`config.mk`:
```
export PLATFORM = sky130hd
export DESIGN_NAME = gate_sensor_decoder
export DESIGN_NICKNAME = d
export VERILOG_FILES = /design/src/rtl/gate_sensor_decoder.sv
export SDC_FILE = /design/constraint.sdc
export NUM_CORES = 1
export LEC_CHECK = 0
export CAP_MARGIN = 30
export CORE_UTILIZATION = 35
export DETAILED_ROUTE_END_ITERATION = 10
export DONT_BUFFER_PORTS = 1
export GPL_TIMING_DRIVEN = 0
export PLACE_DENSITY = 0.55
export REMOVE_ABC_BUFFERS = 1
export SKIP_LAST_GASP = 1
export SYNTH_ARGS = -nofsm -noshare
export SYNTH_HDL_FRONTEND = slang
export SYNTH_SLANG_ARGS = --single-unit
```
`constraint.sdc`:
```
create_clock -name clk -period 5.85 [get_ports clk]
set_input_delay 0.8775 -clock clk [delete_from_list [all_inputs] [get_ports clk]]
set_output_delay 0.8775 -clock clk [all_outputs]
set_load 0.1 [all_outputs]
```
`src/rtl/gate_sensor_decoder.sv`:
```
// Gate beam-sensor front end: synchronizes and debounces the outer (a) and inner (b)
// beams, then decodes the break/clear order into enter, leave and fault pulses.
module gate_sensor_decoder #(
  parameter int DB_CYCLES      = 1_000_000,
  parameter int TIMEOUT_CYCLES = 500_000_000
) (
  input  logic clk,
  input  logic reset,
  input  logic a,
  input  logic b,
  output logic enter,
  output logic leave,
  output logic busy,
  output logic fault
);

  localparam int DBW = (DB_CYCLES > 1) ? $clog2(DB_CYCLES) : 1;
  localparam int TW  = $clog2(TIMEOUT_CYCLES);
  localparam logic [DBW-1:0] DB_LAST = DBW'(DB_CYCLES - 1);
  localparam logic [TW-1:0]  TO_LAST = TW'(TIMEOUT_CYCLES - 1);

  typedef enum logic [2:0] {
    IDLE, IN1, IN2, IN3, OUT1, OUT2, OUT3, WAIT_CLEAR
  } state_t;

  typedef enum logic [1:0] {P_NONE, P_ENTER, P_LEAVE, P_FAULT} pulse_t;

  typedef struct packed {
    state_t nxt;
    pulse_t pulse;
  } step_t;

  // Bit 1 carries sensor a, bit 0 carries sensor b, so db reads as the code {a, b}.
  logic [1:0]     sync_meta;
  logic [1:0]     sync_s;
  logic [1:0]     db;
  logic [DBW-1:0] db_cnt [2];

  state_t        state;
  logic [TW-1:0] timer;
  step_t         tr;
  logic          tracking;
  logic          settle;

  // Sensor-order transition table; codes not listed keep the current state.
  function automatic step_t decode(input state_t st, input logic [1:0] code);
    step_t r;
    r.nxt   = st;
    r.pulse = P_NONE;
    case (st)
      IDLE: case (code)
        2'b10:   r.nxt = IN1;
        2'b01:   r.nxt = OUT1;
        2'b11:   begin r.nxt = WAIT_CLEAR; r.pulse = P_FAULT; end
        default: ;
      endcase
      IN1: case (code)
        2'b11:   r.nxt = IN2;
        2'b00:   r.nxt = IDLE;
        2'b01:   begin r.nxt = WAIT_CLEAR; r.pulse = P_FAULT; end
        default: ;
      endcase
      IN2: case (code)
        2'b01:   r.nxt = IN3;
        2'b10:   r.nxt = IN1;
        2'b00:   begin r.nxt = WAIT_CLEAR; r.pulse = P_FAULT; end
        default: ;
      endcase
      IN3: case (code)
        2'b00:   begin r.nxt = IDLE; r.pulse = P_ENTER; end
        2'b11:   r.nxt = IN2;
        2'b10:   begin r.nxt = WAIT_CLEAR; r.pulse = P_FAULT; end
        default: ;
      endcase
      OUT1: case (code)
        2'b11:   r.nxt = OUT2;
        2'b00:   r.nxt = IDLE;
        2'b10:   begin r.nxt = WAIT_CLEAR; r.pulse = P_FAULT; end
        default: ;
      endcase
      OUT2: case (code)
        2'b10:   r.nxt = OUT3;
        2'b01:   r.nxt = OUT1;
        2'b00:   begin r.nxt = WAIT_CLEAR; r.pulse = P_FAULT; end
        default: ;
      endcase
      OUT3: case (code)
        2'b00:   begin r.nxt = IDLE; r.pulse = P_LEAVE; end
        2'b11:   r.nxt = OUT2;
        2'b01:   begin r.nxt = WAIT_CLEAR; r.pulse = P_FAULT; end
        default: ;
      endcase
      WAIT_CLEAR: if (code == 2'b00) r.nxt = IDLE;
      default: ;
    endcase
    return r;
  endfunction

  // Stage: two-flop synchronizer followed by per-sensor debounce counters.
  always_ff @(posedge clk) begin
    if (reset) begin
      sync_meta <= '0;
      sync_s    <= '0;
      db        <= '0;
      db_cnt[0] <= '0;
      db_cnt[1] <= '0;
    end else begin
      sync_meta <= {a, b};
      sync_s    <= sync_meta;
      for (int i = 0; i < 2; i++) begin
        if (sync_s[i] == db[i]) begin
          db_cnt[i] <= '0;
        end else if (db_cnt[i] == DB_LAST) begin
          db[i]     <= sync_s[i];
          db_cnt[i] <= '0;
        end else begin
          db_cnt[i] <= db_cnt[i] + 1'b1;
        end
      end
    end
  end

  assign tr       = decode(state, db);
  assign tracking = (state != IDLE) && (state != WAIT_CLEAR);
  // Holding IDLE for the cycle after a pulse keeps pulses from landing back to back.
  assign settle   = (state == IDLE) && (enter || leave || fault);

  // Stage: crossing FSM with stall timer and registered pulses.
  always_ff @(posedge clk) begin
    if (reset) begin
      state <= IDLE;
      timer <= '0;
      enter <= 1'b0;
      leave <= 1'b0;
      fault <= 1'b0;
    end else begin
      enter <= 1'b0;
      leave <= 1'b0;
      fault <= 1'b0;
      if ((tr.nxt != state) && !settle) begin
        state <= tr.nxt;
        timer <= '0;
        enter <= (tr.pulse == P_ENTER);
        leave <= (tr.pulse == P_LEAVE);
        fault <= (tr.pulse == P_FAULT);
      end else if (!tracking) begin
        timer <= '0;
      end else if (timer == TO_LAST) begin
        state <= WAIT_CLEAR;
        timer <= '0;
        fault <= 1'b1;
      end else begin
        timer <= timer + 1'b1;
      end
    end
  end

  assign busy = (state != IDLE);

endmodule

```
==> impl_metrics.csv <==
group,metric,value,unit
setup_path,worstPathMaxFanout,29,
outcome,status,"completed",
place,dp.cells,601,
synth,synth_edf_count,40,
setup_path,r2r_cells,5,
detailed_routing,first_pass_iters,4,
synth,synth_top_area_share,29.0,%
setup_path,cp_slowest_cell,"a211o_1",
min_path,worst_hold_startpoint,"sync_meta[0]",
pwr,p_leak,1.57,nW
pwr,p_per_area,328,nW/um2
global_route,antenna_found_initial,0,
clocking,cts_resized,0,
sta,finalSetupViolCount,0,
setup_path,crit_start,"leave",
global_route,grt_use_total,13.1,%
detailed_routing,ant_nets,0,
synth,yosysUniqueCellTypes,49,
clocking,clockBufferDepth,2,
synth,ys_warn_count,0,
detailed_routing,vias_per_cell,4.84,
setup_path,cp.depth,5,
synth,synth_area_leader_cell,"edfxtp_1",
finish,multi_input_area,2150,um2
min_path,holdCritPathClass,"reg -> reg",
setup_path,worstPathArrival,3.14,ns
setup_path,worstPathRequired,6.03,ns
sta,slew_headroom,33.4,%
synth,synth_flop_cell,"dfxtp_1",
sta,hold_viol,0,
sta,clock_skew,0.00724,ns
detailed_routing,wl,7320,um
synth,ys_seq_elements,81,
floorplan,fp.dieW,111,um
sta,max_freq,338,MHz
pwr,ir_drop,0.000256,V
finish,diodes,0,
setup_path,path_buf_inv,0,
place,gp_congestion,0.738,
clocking,cts_buffers,9,
setup_path,crit_path_end,"timer[2]",
clocking,post_cts_buffers,0,
synth,synth.area.top_cells,"edfxtp_1 (29%), dfxtp_1 (20%), xor2_1 (8.5%)",
synth,synthArstFlopShare,0,%
sta,rsz0062_at_grt,"false",
floorplan,core,11500,um2
synth,netlist_area,4140,um2
floorplan,die_h,111,um
sta,period_minus_slack,2.96,ns
synth,synth_seq_area_share,48.9,%
finish,final_net_count,476,
finish,n_fill_cell,1133,
detailed_routing,wl_per_cell,11.9,um
floorplan,rows,39,
finish,drive_above_1_share,5.49,%
place,portBuffers,0,
detailed_routing,vias,2987,
detailed_routing,drt-initial-drc-count,116,
setup_path,r2r_start,"leave",
floorplan,ios,8,
synth,syn_inst,434,
global_route,gr-total-overflow,0,
finish,seq_area,2020,um2
setup_path,reg2reg_slack,2.89,ns
place,dpl.hpwl,5060,um
setup_path,worst_setup_path_start_kind,"flop",
finish,finalInstanceArea,4710,um2
sta,finalSetupTns,0,ns
sta,min_period_over_period,50.6,%
clocking,cts.sinks,81,
clocking,cts_hold_buf,0,
sta,worstMarginPinSlew,0.997,ns
synth,avgSynthCellArea,9.54,um2
clocking,clockRootBuffer,"clkbuf_16",
floorplan,start_util,36.1,%
setup_path,end_kind,"flop",
clocking,cts_tree,"done",
job,maxCapViolations,0,
sta,slew_violations,0,
setup_path,max_stage_delay,0.77,ns
setup_path,timing.rr.end,"timer[2]",
global_route,grt_pass1_wl,13400,um
setup_path,path_delay_family,"simple AND/OR/NAND/NOR gates",
finish,final_cell_mix,"nor2_1 (84), dfxtp_1 (41), xor2_1 (40), edfxtp_1 (40), conb_1 (40)",
detailed_routing,route.detailed.drc,0,
floorplan,dieArea,12300,um2
finish,finalNonFillerCells,617,
clocking,htreeDepth,3,
finish,synthToLayoutAreaGrowth,13.8,%
clocking,clkLatencyLatePin,0.33,ns
global_route,grt_start_max_net_pins,30,
finish,layout_commonest_cell,"nor2_1",
clocking,clk_pin_slew,0.06,ns
global_route,grt_pass1_vias,2940,
place,place_area,4380,um2
min_path,worstHoldPathCells,1,
setup_path,crit_type,"reg -> reg",
setup_path,path_cells,"or3_1, or3_2, a21oi_1, a211o_1, nor2_1",
## cells in the mapped netlist (5+ instances only)
| library cell | count |
|---|---|
| nor2_1 | 84 |
| inv_1 | 8 |
| dfxtp_1 | 41 |
| edfxtp_1 | 40 |
| clkbuf_1 | 8 |
| nand3_1 | 31 |
| a21oi_1 | 8 |
| or3_1 | 5 |
| a211oi_1 | 5 |
| nor2b_1 | 8 |
| xnor2_1 | 27 |
| xor2_1 | 40 |
| nor3_1 | 10 |
| nand2_1 | 29 |
| and3_1 | 9 |
| and4_1 | 5 |
| nand4_1 | 16 |
| nor4_1 | 9 |
## layer usage
layer | wire [um] | share of wire, % | GRT usage [%]
met3 | 170 | 2.3 | 3.01
met1 | 3750 | 51 | 17.1
met4 | 91 | 1.2 | 4.27
met5 | 0 | 0 | 0
met2 | 3310 | 45 | 21.5
## registers in the layout, indices dropped and copies added (netlist names)
name       count
sync_s         2
db_cnt        40
db             2
fault          1
leave          1
sync_meta      2
timer         29
state          3
enter          1
## how the worst min path moves through the flow
stage                      endpoint
final                     sync_s[0]
after global routing      sync_s[0]
after CTS                 sync_s[0]
after detailed placement  sync_s[0]
after global placement    sync_s[0]
after floorplan           sync_s[0]
## area by class of cell
cell class	count	area share, %
Clock buffer	13	6.24
Multi-Input combinational cell	369	45.5
Sequential cell	81	42.9
Inverter	8	0.637
Clock inverter	3	0.876
Tap cell	143	3.80
## cells by family after synthesis
kind of cell / Yosys count / synth area share, %
and+or+nand+nor: 228 / 27.7
adders and majority gates: 3 / 0.907
muxes: 2 / 0.484
xor gates and xnor gates: 67 / 14.2
DFF: 81 / 48.9
AOI/OAI and AO/OA: 29 / 4.96
buffers and inverters: 23 / 2.84
other: 1 / 0.0906
## per-stage QoR
| step | power [mW] | util (%) | worst slack (ns) | hold slack [ns] |
|---|---|---|---|---|
| 5_1_grt | 1.62 | 41.1 | 2.62 | 0.459 |
| 6_report | 1.55 | 41.1 | 2.89 | 0.446 |
| 2_1_floorplan | 0.896 | - | 3.25 | 0.414 |
| 3_3_place_gp | 0.941 | 38.2 | 2.87 | 0.429 |
| 4_1_cts | 1.57 | 41.1 | 2.86 | 0.449 |
| 3_5_place_dp | 0.944 | 38.2 | 2.85 | 0.431 |
## power by group
group | internal (mW) | switching (mW) | leakage, nW | total, mW
registers | 0.625 | 0.0827 | 0.745 | 0.708
clock network | 0.395 | 0.215 | 0.169 | 0.611
logic | 0.0756 | 0.152 | 0.657 | 0.227
No activity file was read; power rests on OpenSTA's default activity.
